<file path="src/rtl/pc_test_monitor.sv">
// End-of-test monitor for the single-cycle RV32 core.
// Taps the PC stream, matches it against NUM_WATCH pass/fail watch points,
// and also ends the run on a cycle-count timeout or a repeated-PC hang.
// The verdict is registered: done/status/hit_idx appear one clock after the deciding edge.
module pc_test_monitor #(
  parameter int XLEN      = 32,
  parameter int CNT_W     = 32,
  parameter int NUM_WATCH = 4,
  parameter int IDX_W     = (NUM_WATCH > 1) ? $clog2(NUM_WATCH) : 1
) (
  input  logic                      clk,
  input  logic                      rst,
  input  logic                      start,
  input  logic                      pc_valid,
  input  logic [XLEN-1:0]           pc,
  input  logic [NUM_WATCH-1:0]      watch_en,
  input  logic [NUM_WATCH*XLEN-1:0] watch_cur,
  input  logic [NUM_WATCH*XLEN-1:0] watch_prev,
  input  logic [NUM_WATCH-1:0]      watch_use_prev,
  input  logic [NUM_WATCH-1:0]      watch_is_fail,
  input  logic [CNT_W-1:0]          max_cycles,
  input  logic [CNT_W-1:0]          hang_limit,
  output logic                      busy,
  output logic                      done,
  output logic [2:0]                status,
  output logic [IDX_W-1:0]          hit_idx,
  output logic [CNT_W-1:0]          cycle_cnt,
  output logic [XLEN-1:0]           last_pc
);

  localparam logic [2:0] ST_NONE = 3'd0, ST_PASS = 3'd1, ST_FAIL = 3'd2,
                         ST_TMO  = 3'd3, ST_HANG = 3'd4;

  typedef enum logic [1:0] {S_IDLE, S_RUN, S_DONE} state_t;
  state_t state, state_nxt;

  // Shadow copy of the configuration, frozen at the arming edge
  logic [NUM_WATCH-1:0]      cfg_en, cfg_use_prev, cfg_is_fail;
  logic [NUM_WATCH*XLEN-1:0] cfg_cur, cfg_prev;
  logic [CNT_W-1:0]          cfg_max, cfg_hang;

  logic             prev_valid;
  logic [CNT_W-1:0] hang_cnt, hang_inc, cnt_inc;
  logic [NUM_WATCH-1:0] match;
  logic             fail_hit, pass_hit, hang_fire, tmo_fire, repeat_pc;
  logic [IDX_W-1:0] fail_idx, pass_idx;
  logic             verdict;
  logic [2:0]       verdict_code;
  logic [IDX_W-1:0] verdict_idx;

  // Per-point match against the shadow config; transition points need a prior sample
  for (genvar i = 0; i < NUM_WATCH; i++) begin : g_match
    assign match[i] = cfg_en[i] & pc_valid & (pc == cfg_cur[i*XLEN +: XLEN]) &
                      (~cfg_use_prev[i] | (prev_valid & (last_pc == cfg_prev[i*XLEN +: XLEN])));
  end

  assign repeat_pc = pc_valid & prev_valid & (pc == last_pc);
  assign hang_inc  = (hang_cnt == '1) ? hang_cnt : hang_cnt + CNT_W'(1);
  assign cnt_inc   = cycle_cnt + CNT_W'(1);
  assign hang_fire = repeat_pc & (cfg_hang != '0) & (hang_inc == cfg_hang);
  assign tmo_fire  = (cfg_max != '0) & (cnt_inc == cfg_max);

  // Lowest-index fail and pass hits (descending scan so the lowest index wins)
  always_comb begin
    fail_hit = 1'b0;
    pass_hit = 1'b0;
    fail_idx = '0;
    pass_idx = '0;
    for (int i = NUM_WATCH - 1; i >= 0; i--) begin
      if (match[i] & cfg_is_fail[i]) begin
        fail_hit = 1'b1;
        fail_idx = IDX_W'(i);
      end
      if (match[i] & ~cfg_is_fail[i]) begin
        pass_hit = 1'b1;
        pass_idx = IDX_W'(i);
      end
    end
  end

  // Verdict priority: fail, pass, hang, timeout; only while running and not re-arming
  always_comb begin
    verdict      = 1'b0;
    verdict_code = ST_NONE;
    verdict_idx  = '0;
    if (state == S_RUN && !start) begin
      verdict = 1'b1;
      if (fail_hit) begin
        verdict_code = ST_FAIL;
        verdict_idx  = fail_idx;
      end else if (pass_hit) begin
        verdict_code = ST_PASS;
        verdict_idx  = pass_idx;
      end else if (hang_fire) begin
        verdict_code = ST_HANG;
      end else if (tmo_fire) begin
        verdict_code = ST_TMO;
      end else begin
        verdict = 1'b0;
      end
    end
  end

  // State register
  always_ff @(posedge clk) begin
    if (rst) state <= S_IDLE;
    else     state <= state_nxt;
  end

  // Next state: start always (re-)arms, the first verdict ends the run
  always_comb begin
    state_nxt = state;
    case (state)
      S_IDLE:  if (start) state_nxt = S_RUN;
      S_RUN:   if (start) state_nxt = S_RUN;
               else if (verdict) state_nxt = S_DONE;
      S_DONE:  if (start) state_nxt = S_RUN;
      default: state_nxt = S_IDLE;
    endcase
  end

  // Handshake outputs decoded from state
  always_comb begin
    busy = (state == S_RUN);
    done = (state == S_DONE);
  end

  // Config shadow, counters, PC history and registered verdict
  always_ff @(posedge clk) begin
    if (rst) begin
      cfg_en       <= '0;
      cfg_use_prev <= '0;
      cfg_is_fail  <= '0;
      cfg_cur      <= '0;
      cfg_prev     <= '0;
      cfg_max      <= '0;
      cfg_hang     <= '0;
      prev_valid   <= 1'b0;
      hang_cnt     <= '0;
      cycle_cnt    <= '0;
      last_pc      <= '0;
      status       <= ST_NONE;
      hit_idx      <= '0;
    end else if (start) begin
      cfg_en       <= watch_en;
      cfg_use_prev <= watch_use_prev;
      cfg_is_fail  <= watch_is_fail;
      cfg_cur      <= watch_cur;
      cfg_prev     <= watch_prev;
      cfg_max      <= max_cycles;
      cfg_hang     <= hang_limit;
      prev_valid   <= 1'b0;
      hang_cnt     <= '0;
      cycle_cnt    <= '0;
      status       <= ST_NONE;
      hit_idx      <= '0;
    end else if (state == S_RUN) begin
      if (cycle_cnt != '1) cycle_cnt <= cnt_inc;
      if (pc_valid) begin
        last_pc    <= pc;
        prev_valid <= 1'b1;
        if (repeat_pc)         hang_cnt <= hang_inc;
        else if (pc != last_pc) hang_cnt <= '0;
      end
      if (verdict) begin
        status  <= verdict_code;
        hit_idx <= verdict_idx;
      end
    end
  end

endmodule

</file>
<file path="config.mk">
export PLATFORM = sky130hd
export DESIGN_NAME = pc_test_monitor
export DESIGN_NICKNAME = d
export VERILOG_FILES = /design/src/rtl/pc_test_monitor.sv
export SDC_FILE = /design/constraint.sdc
export NUM_CORES = 1
export LEC_CHECK = 0
export ABC_AREA = 1
export ABC_CLOCK_PERIOD_IN_PS = 2700
export CORE_AREA = 2 2 234 236
export CTS_BUF_LIST = sky130_fd_sc_hd__clkbuf_8
export CTS_CLUSTER_DIAMETER = 40
export DETAILED_ROUTE_END_ITERATION = 8
export DIE_AREA = 0 0 236 238
export PLACE_DENSITY_LB_ADDON = 0.1
export SYNTH_ARGS = -nofsm -noshare
export SYNTH_HDL_FRONTEND = slang
export SYNTH_SLANG_ARGS = --single-unit
</file>
<file path="constraint.sdc">
create_clock -name clk -period 2.7 [get_ports clk]
set_clock_uncertainty 0.1 [all_clocks]
set_input_delay 0.54 -clock clk [delete_from_list [all_inputs] [get_ports clk]]
set_output_delay 0.54 -clock clk [all_outputs]
set_load 0.1 [all_outputs]
</file>
# Yosys cells after proc, flatten, opt, wreduce, memory -nomap -nowiden

Index checks and enable logic that the tools add are counted.

Register bits after elaboration: 436
Output and inout bits: 71
Input port bits: 368

Eq/ne operators: 18
Multiplexer cells: 36
Bitwise logic cells: 42
Reductions and logical operators: 14
Add/subtract/negate cells: 2

Operators with widths:

| kind                                                  | count |
|---|---|
| == test 32 bit                                        | 11 |
| two-way mux 32 bit                                    | 3 |
| adder 32 x 1 -> 32 bit, second input constant         | 2 |
| nonzero test 32 bit                                   | 2 |
| == test 32 bit, second input constant                 | 1 |
| inequality test 32 bit                                | 1 |
| inequality test 32 bit, second input constant         | 1 |
| two-way mux 2 bit                                     | 15 |
| AND 1 bit                                             | 29 |
| two-way mux 1 bit                                     | 13 |
| two-way mux 3 bit                                     | 4 |
| NOT 1 bit                                             | 9 |
| AND reduction 2 bit                                   | 4 |
| AND reduction 3 bit                                   | 2 |
| OR 1 bit                                              | 4 |
| case mux 2 bit (2 select lines)                       | 1 |
| OR reduction 2 bit                                    | 2 |
| inequality test 3 x 2 -> 1 bit, second input constant | 1 |
| == test 2 x 1 -> 1 bit, second input constant         | 1 |
| == test 2 bit, second input constant                  | 1 |
| zero test 2 bit                                       | 1 |
| inequality test 2 x 1 -> 1 bit, second input constant | 1 |
| nonzero test 2 bit                                    | 1 |
| logical AND 1 bit                                     | 1 |
| zero test 1 bit                                       | 1 |

# Depth between registers and ports, before layout

Gate-level depths: netlist (run 1).

Word-level depth: 15
Mapped depth: 21

# Least setup slack after synthesis (run 1)

Ideal clock, no wire load.

Path kind: register to register
Start: register state[0]
End: register last_pc[23]
Setup slack: -634 ps
Library setup time: 72 ps
Stages on the path, launching flop included: 10
Path buffers: 1
Data required time: 2,528 ps
Arrival time: 3,162 ps
Path through: dfxtp_1 inv_1 nor2_1 inv_1 nor2_1 inv_1 nor2_1 clkbuf_1 o21ai_0 a21oi_1

Cells in the longest elaborated chain, start to end: 2

RTL lines:

| what                          | line | RTL |
|---|---|---|
| from (decl)                   | 35   | `state_t state, state_nxt;` |
| from (signal assigned)        | 107  | `else state <= state_nxt;` |
| == test 2 x 1 -> 1 bit        | -    |  |
| via busy                      | 23   | `output logic busy,` |
| AND reduction 3 bit (no line) | -    |  |
| to (signal assigned)          | 160  | `last_pc <= pc;` |
| to (decl)                     | 28   | `output logic [XLEN-1:0] last_pc` |

The timed path passes the listed nets, and every way through them passes these cells.
A chain may end at the register's enable or synchronous reset.

# Final worst setup path (run 1)

Start: register cycle_cnt[1]
End: register status[1]

Cells in the longest elaborated chain, start to end: 9
Elaborated cells between the ends (all ways): 14

RTL lines:

| what                          | line | RTL |
|---|---|---|
| from (decl)                   | 27   | `output logic [CNT_W-1:0] cycle_cnt,` |
| from (signal assigned)        | 158  | `if (cycle_cnt != '1) cycle_cnt <= cnt_inc;` |
| adder 32 x 1 -> 32 bit *      | 59   | `assign cnt_inc = cycle_cnt + CNT_W'(1);` |
| == test 32 bit *              | 61   | `assign tmo_fire = (cfg_max != '0) & (cnt_inc == cfg_max);` |
| AND 1 bit *                   | 61   |  |
| two-way mux 1 bit             | 96   | `end else if (tmo_fire) begin` |
| two-way mux 1 bit             | 94   | `end else if (hang_fire) begin` |
| two-way mux 1 bit             | 91   | `end else if (pass_hit) begin` |
| two-way mux 1 bit             | 88   | `if (fail_hit) begin` |
| two-way mux 1 bit             | 86   | `if (state == S_RUN && !start) begin` |
| AND reduction 2 bit (no line) | -    |  |
| to (signal assigned)          | 166  | `status <= verdict_code;` |
| to (decl)                     | 25   | `output logic [2:0] status,` |

Every way passes the cells marked *; elsewhere a longest branch is shown, timed or not.

==> results.py, run 1 <==
metrics = {
    "power": {
        "ir_worst_vdd_mv": 0.520,
        "powerDensity_mw_per_mm2": 538,
        "pwr-share-comb_pct": 19.4,
        "p_sw_share_pct": 30.4,
        "p_int_mw": 12.8,
        "leakagePower_nw": 15.5,
        "pwr-share-seq_pct": 39.2,
        "pwr-share-clk_pct": 41.4,
        "power_switching_mw": 5.59,
        "p_total_mw": 18.4,
    },
    "detailed_routing": {
        "drt_wl_total_um": 105000,
        "post_drt_wl_per_cell_um": 19.8,
        "drtPass1Iterations": 6,
        "first_iter_violations": 2335,
        "vias": 27900,
        "drtAntennaViolNets": 0,
        "detail_route.vias_per_cell": 5.24,
        "route.detailed.drc": 0,
    },
    "clocking": {
        "cts_buffers": 88,
        "ctsLongestPathBuffers": 3,
        "cts_htree_levels": 3,
        "cts_tree": "done",
        "ctsHoldBuffers": 0,
        "clk_latency_ns": 0.71,
        "root_buffer": "clkbuf_8",
        "clk_pin_slew_worst_paths_ns": 0.06,
        "clkSinkCount": 436,
    },
    "finish": {
        "fillers": 5051,
        "drive_gt1_share_pct": 17.8,
        "nets": 4936,
        "final_cell_mix": "876 x nand2_1, 547 x nor2_1, 495 x buf_4",
        "area_delta_synth_final_pct": 43.5,
        "final-instance-count-excl-fill": 5336,
        "layout.cells.most_common": "nand2_1",
        "final_area_mm2": 0.0342,
    },
    "sta": {
        "finalSetupTns_ns": -0.330,
        "setup_slack_ns": -0.0915,
        "finalHoldViolations": 0,
        "rsz0062_at_grt": "true",
        "slew_violations": 0,
        "worst_pin_slew_ns": 0.872,
        "period_share_pct": 103,
        "setup_viol": 5,
        "max_freq_ghz": 0.358,
        "period_needed_ns": 2.79,
        "holdWs_ns": 0.261,
        "relSlewSlack_pct": 41.2,
    },
    "die": {
        "rows": 85,
        "ios": 439,
        "dieArea_mm2": 0.0562,
        "initial_core_util_pct": 44.5,
        "core-area_mm2": 0.0535,
        "die_h_um": 238,
        "die_w_um": 236,
    },
    "synth": {
        "syn_area_per_cell_um2": 6.30,
        "yosysUniqueCellTypes": 40,
        "synth_nets": 4151,
        "async_flop_share_pct": 0,
        "synth_warnings": 0,
        "yosysSeqAreaShare_pct": 36.6,
        "yosys_most_used_dff": "dfxtp_1",
        "synth.cell_area_mm2": 0.0238,
        "syn_inst": 3781,
        "ys_ff_latch": 436,
        "synth-edff-count": 0,
    },
    "global_routing": {
        "grt_pass1_wl_um": 156000,
        "grt_max_degree": 86,
        "overflow": 0,
        "grt_pass1_vias": 26600,
        "grt_antenna_before_repair": 4,
        "grt_usage_pct": 36.5,
    },
    "worst_setup_path": {
        "rr_startpoint": "cycle_cnt[1]$_SDFFE_PP0P_",
        "crit_arrival_ns": 3.31,
        "crit_type": "reg2reg",
        "end_kind": "flop",
        "cp_max_fo": 5,
        "required_ns": 3.22,
        "startpoint": "cycle_cnt[1]$_SDFFE_PP0P_",
        "crit_path_start_kind": "flop",
    },
    "place": {
        "placed_cells": 5157,
        "port_buffers": 438,
        "placed_cell_area_mm2": 0.0318,
        "dpl.hpwl_um": 84300,
        "gp_congestion": 1.00,
    },
    "worst_hold_path": {
        "worstHoldPathType": "in2reg",
        "hp-start": "start",
    },
    "run_status": {
        "status": "complete, but fails checks",
        "violations": "setup timing",
    },
    "job": {
        "maxCapViolations": 0,
    },
}
power by group through the flow:
stage	sequential [mW]	combinational, mW	clock, mW
6_report	7.20	3.57	7.60
5_1_grt	7.23	3.86	7.98
4_1_cts	7.19	3.52	7.68
3_5_place_dp	7.32	3.49	0
3_3_place_gp	7.32	3.49	0
2_1_floorplan	7.46	1.54	0
worst max-delay path: stages (launching register included):
cell	delay [ns]
dfxtp_4	0.38
ha_4	0.15
nand2_4	0.06
nor2_4	0.17
buf_6	0.12
nand3b_1	0.21
o21ai_2	0.22
nand2_1	0.09
nand2_1	0.09
nand4_1	0.19
nor2_1	0.16
nand4_1	0.14
nor2_4	0.20
nor2_4	0.06
nand2_4	0.09
nand2_4	0.07
nand2_1	0.06
nand2_1	0.04
nor2_1	0.10
final timing paths:
check                           slack, ns  cells after the start                           end
worst max-delay path                -0.09                     18        status[1]$_SDFFE_PP0P_
worst min-delay path                 0.26                      3  cfg_use_prev[1]$_SDFFE_PP0P_
worst max register to register      -0.09                     18        status[1]$_SDFFE_PP0P_
worst min register to register       0.36                      2      cfg_cur[39]$_SDFFE_PP0P_
cells by family after synthesis:
kind of cell	share of synthesized area [%]
simple gates	32.4
xor+xnor	5.07
fa+ha+maj	0.105
flops	36.6
compound gates	16.5
buf+inv	9.35
synthesized netlist by cell type, types with 3 or more instances:
cell type / number / area, um^2
nand2_4: 3 / 33.8
o22ai_1: 12 / 75.1
nand3b_1: 6 / 45.0
o21bai_1: 5 / 37.5
clkbuf_1: 167 / 627
nand4_1: 73 / 457
a31oi_1: 3 / 18.8
buf_2: 11 / 55.1
nand3_2: 3 / 30.0
dfxtp_1: 436 / 8730
nor4b_1: 4 / 35.0
nor2_2: 6 / 37.5
nor2_1: 573 / 2150
nor3b_1: 6 / 45.0
xor2_1: 95 / 832
buf_1: 11 / 41.3
a211oi_1: 4 / 30.0
buf_6: 4 / 45.0
o21ai_0: 423 / 2120
inv_1: 385 / 1450
nand2_2: 7 / 43.8
or2_2: 12 / 75.1
nor3_1: 46 / 230
nor4_1: 25 / 156
xnor2_1: 43 / 377
nor2_4: 4 / 45.0
nand2_1: 889 / 3340
nand3_1: 185 / 926
a21oi_1: 324 / 1620
flip-flops by register name, summed over array words and instances (netlist names):
name	flops
cfg_use_prev	4
cycle_cnt	32
status	3
last_pc	32
cfg_is_fail	4
cfg_en	4
hit_idx	2
cfg_cur	128
state	2
cfg_hang	32
prev_valid	1
cfg_max	32
hang_cnt	32
cfg_prev	128
metrics by stage:
step           utilization, %  worst slack [ns]
6_report                 63.9           -0.0915
5_1_grt                  63.9            -0.229
4_1_cts                  63.5           0.00198
3_5_place_dp             59.5            -0.818
3_3_place_gp             59.5            -0.834
2_1_floorplan               -           0.00212
repair_timing:
action                     in CTS  in global routing
setup endpoints to repair       7                  8
resized for setup              22                 53
pin swaps                       8                 26
setup buffers                  10                  7
routing by layer:
metal / global-route usage, % / wire (um) / vias up
met5: 0 / 12 / -
met4: 15.3 / 4760 / 2
met3: 6.42 / 7790 / 232
met2: 62.1 / 49400 / 1095
met1: 45.7 / 43400 / 12900
li1: - / - / 13800
layout make-up:
class	count	area, um^2	area share (%)
Inverter	389	1480	4.34
Clock buffer	108	1490	4.35
Multi-Input combinational cell	2763	13100	38.4
Tap cell	696	871	2.55
Antenna cell	3	7.51	0.0220
Timing Repair Buffer	888	7910	23.1
Clock inverter	53	483	1.41
Sequential cell	436	8810	25.8
Note: power is estimated with default switching activity, not from simulation.
==> run 2: changes to the inputs <==
- CTS_CLUSTER_DIAMETER: 40 -> 150
==> results.py, run 2 (synthesized netlist as in run 1, its figures left out) <==
metrics = {
    "run_status": {
        "status": "complete, but fails checks",
        "violations": "setup timing",
    },
    "sta": {
        "setup_slack_ns": -0.0778,
        "period_share_pct": 103,
        "setup_viol": 4,
        "relSlewSlack_pct": 41.2,
        "finalHoldViolations": 0,
        "period_needed_ns": 2.78,
        "finalSetupTns_ns": -0.191,
        "slew_violations": 0,
        "worst_pin_slew_ns": 0.873,
        "max_freq_ghz": 0.360,
        "rsz0062_at_grt": "true",
    },
    "worst_setup_path": {
        "reg2reg_depth": 18,
        "crit_type": "reg2reg",
        "cp_max_fo": 5,
        "r2r_end": "status[1]$_SDFFE_PP0P_",
        "rr_startpoint": "cycle_cnt[0]$_SDFFE_PP0P_",
        "rrSetupSlack_ns": -0.08,
        "startpoint": "cycle_cnt[0]$_SDFFE_PP0P_",
        "crit_path_start_kind": "flop",
        "end_kind": "flop",
        "required_ns": 3.21,
        "crit_arrival_ns": 3.28,
    },
    "detailed_routing": {
        "vias": 27800,
        "drtPass1Iterations": 8,
        "route.detailed.drc": 0,
        "first_iter_violations": 2400,
        "drtAntennaViolNets": 0,
        "post_drt_wl_per_cell_um": 19.8,
        "detail_route.vias_per_cell": 5.24,
        "drt_wl_total_um": 105000,
    },
    "power": {
        "leakagePower_nw": 15.3,
        "ir_worst_vdd_mv": 0.398,
        "powerDensity_mw_per_mm2": 508,
    },
    "clocking": {
        "cts_tree": "done",
        "ctsLongestPathBuffers": 3,
        "clkSinkCount": 436,
        "root_buffer": "clkbuf_8",
        "cts_buffers": 79,
        "ctsHoldBuffers": 0,
        "clk_latency_ns": 0.69,
        "cts_htree_levels": 3,
        "clk_pin_slew_worst_paths_ns": 0.07,
    },
    "place": {
        "port_buffers": 438,
        "gp_congestion": 1.00,
        "placed_cell_area_mm2": 0.0318,
        "dp_slack_ns": -0.818,
        "dpl.hpwl_um": 84300,
    },
    "die": {
        "core-area_mm2": 0.0535,
        "rows": 85,
        "initial_core_util_pct": 44.5,
        "die_h_um": 238,
        "die_w_um": 236,
        "dieArea_mm2": 0.0562,
        "ios": 439,
    },
    "finish": {
        "area_delta_synth_final_pct": 42.0,
        "drive_gt1_share_pct": 17.6,
        "nets": 4928,
        "final_area_mm2": 0.0338,
        "top_regs": "cfg_cur (128), cfg_prev (128)",
        "layout.cells.most_common": "nand2_1",
        "final_cell_mix": "873 x nand2_1, 544 x nor2_1, 495 x buf_4",
    },
    "worst_hold_path": {
        "whs_path_depth": 3,
        "worstHoldPathType": "in2reg",
        "holdPathEnd": "cfg_cur[121]$_SDFFE_PP0P_",
        "hp-start": "start",
    },
    "global_routing": {
        "grt_pass1_wl_um": 156000,
        "grt_antenna_before_repair": 7,
        "overflow": 0,
        "grt_usage_pct": 36.5,
        "grt_max_degree": 86,
        "grt_pass1_vias": 26300,
    },
    "job": {
        "maxCapViolations": 0,
    },
}
run 2: cell types whose count changed in the layout (fill, tap and decap cells not counted), sizes merged:
cell           previous run  this run
dlymetal6s2s              0         1
inv                     413       418
clkinvlp                  7         3
buf                     522       523
clkbuf                  108        93
clkinv                   14        15
clkdlybuf4s50           365       364
bufinv                    8         2
run 2: critical path, stage by stage (launching register included):
cell      delay [ns]
dfxtp_4         0.37
ha_4            0.16
nand2_4         0.06
nor2_4          0.17
buf_6           0.12
nand3b_1        0.21
o21ai_2         0.22
nand2_1         0.09
nand2_1         0.09
nand4_1         0.19
nor2_1          0.16
nand4_1         0.14
nor2_4          0.19
nor2_4          0.06
nand2_4         0.08
nand2_4         0.07
nand2_1         0.06
nand2_1         0.04
nor2_1          0.11
run 2: power breakdown:
| part | total, mW | switching (mW) | internal [mW] |
|---|---|---|---|
| Sequential | 7.20 | 0.362 | 6.84 |
| Clock | 6.43 | 3.06 | 3.36 |
| Combinational | 3.58 | 2.05 | 1.53 |
| Total | 17.2 | 5.47 | 11.7 |
run 2: stage by stage:
| stage | util, % | hold WS (ns) | cells | power [mW] |
|---|---|---|---|---|
| floorplan | - | 0.340 | 3781 | 9.00 |
| global placement | 59.5 | 0.353 | 5157 | 10.8 |
| detailed placement | 59.5 | 0.354 | 5157 | 10.8 |
| CTS | 62.7 | 0.219 | 5308 | 17.2 |
| global route | 63.2 | 0.240 | 5317 | 17.9 |
| finish | 63.3 | 0.260 | 5318 | 17.2 |
run 2: metal layers:
layer	GRT usage (%)	wire length, um	vias up
met3	6.30	7390	233
met1	45.9	43900	12800
met2	61.9	49100	1080
met4	14.8	4660	8
met5	0	56	-
li1	-	-	13700
run 2: worst max-delay path by stage:
| stage | end | depth (start not counted) |
|---|---|---|
| after floorplan | status[0]$_SDFFE_PP0P_ | 16 |
| after global placement | hit_idx[0]$_SDFFE_PP0P_ | 18 |
| after detailed placement | status[1]$_SDFFE_PP0P_ | 19 |
| after CTS | status[1]$_SDFFE_PP0P_ | 21 |
| after global routing | status[1]$_SDFFE_PP0P_ | 20 |
| final | status[1]$_SDFFE_PP0P_ | 18 |
run 2: what timing repair did:
item                       4_1_cts  5_1_grt
setup endpoints to repair        7        8
gates resized for setup         21       65
pin swaps                        8       24
setup buffers                   10        8
run 2: cell type report:
cell class | count | area, um^2
antenna | 3 | 7.51
clock buffer | 93 | 1280
clock inverter | 49 | 304
fill | 5076 | 19700
inverter | 389 | 1480
multi-input combinational | 2763 | 13200
sequential | 436 | 8810
tap | 696 | 871
timing repair buffer | 889 | 7920
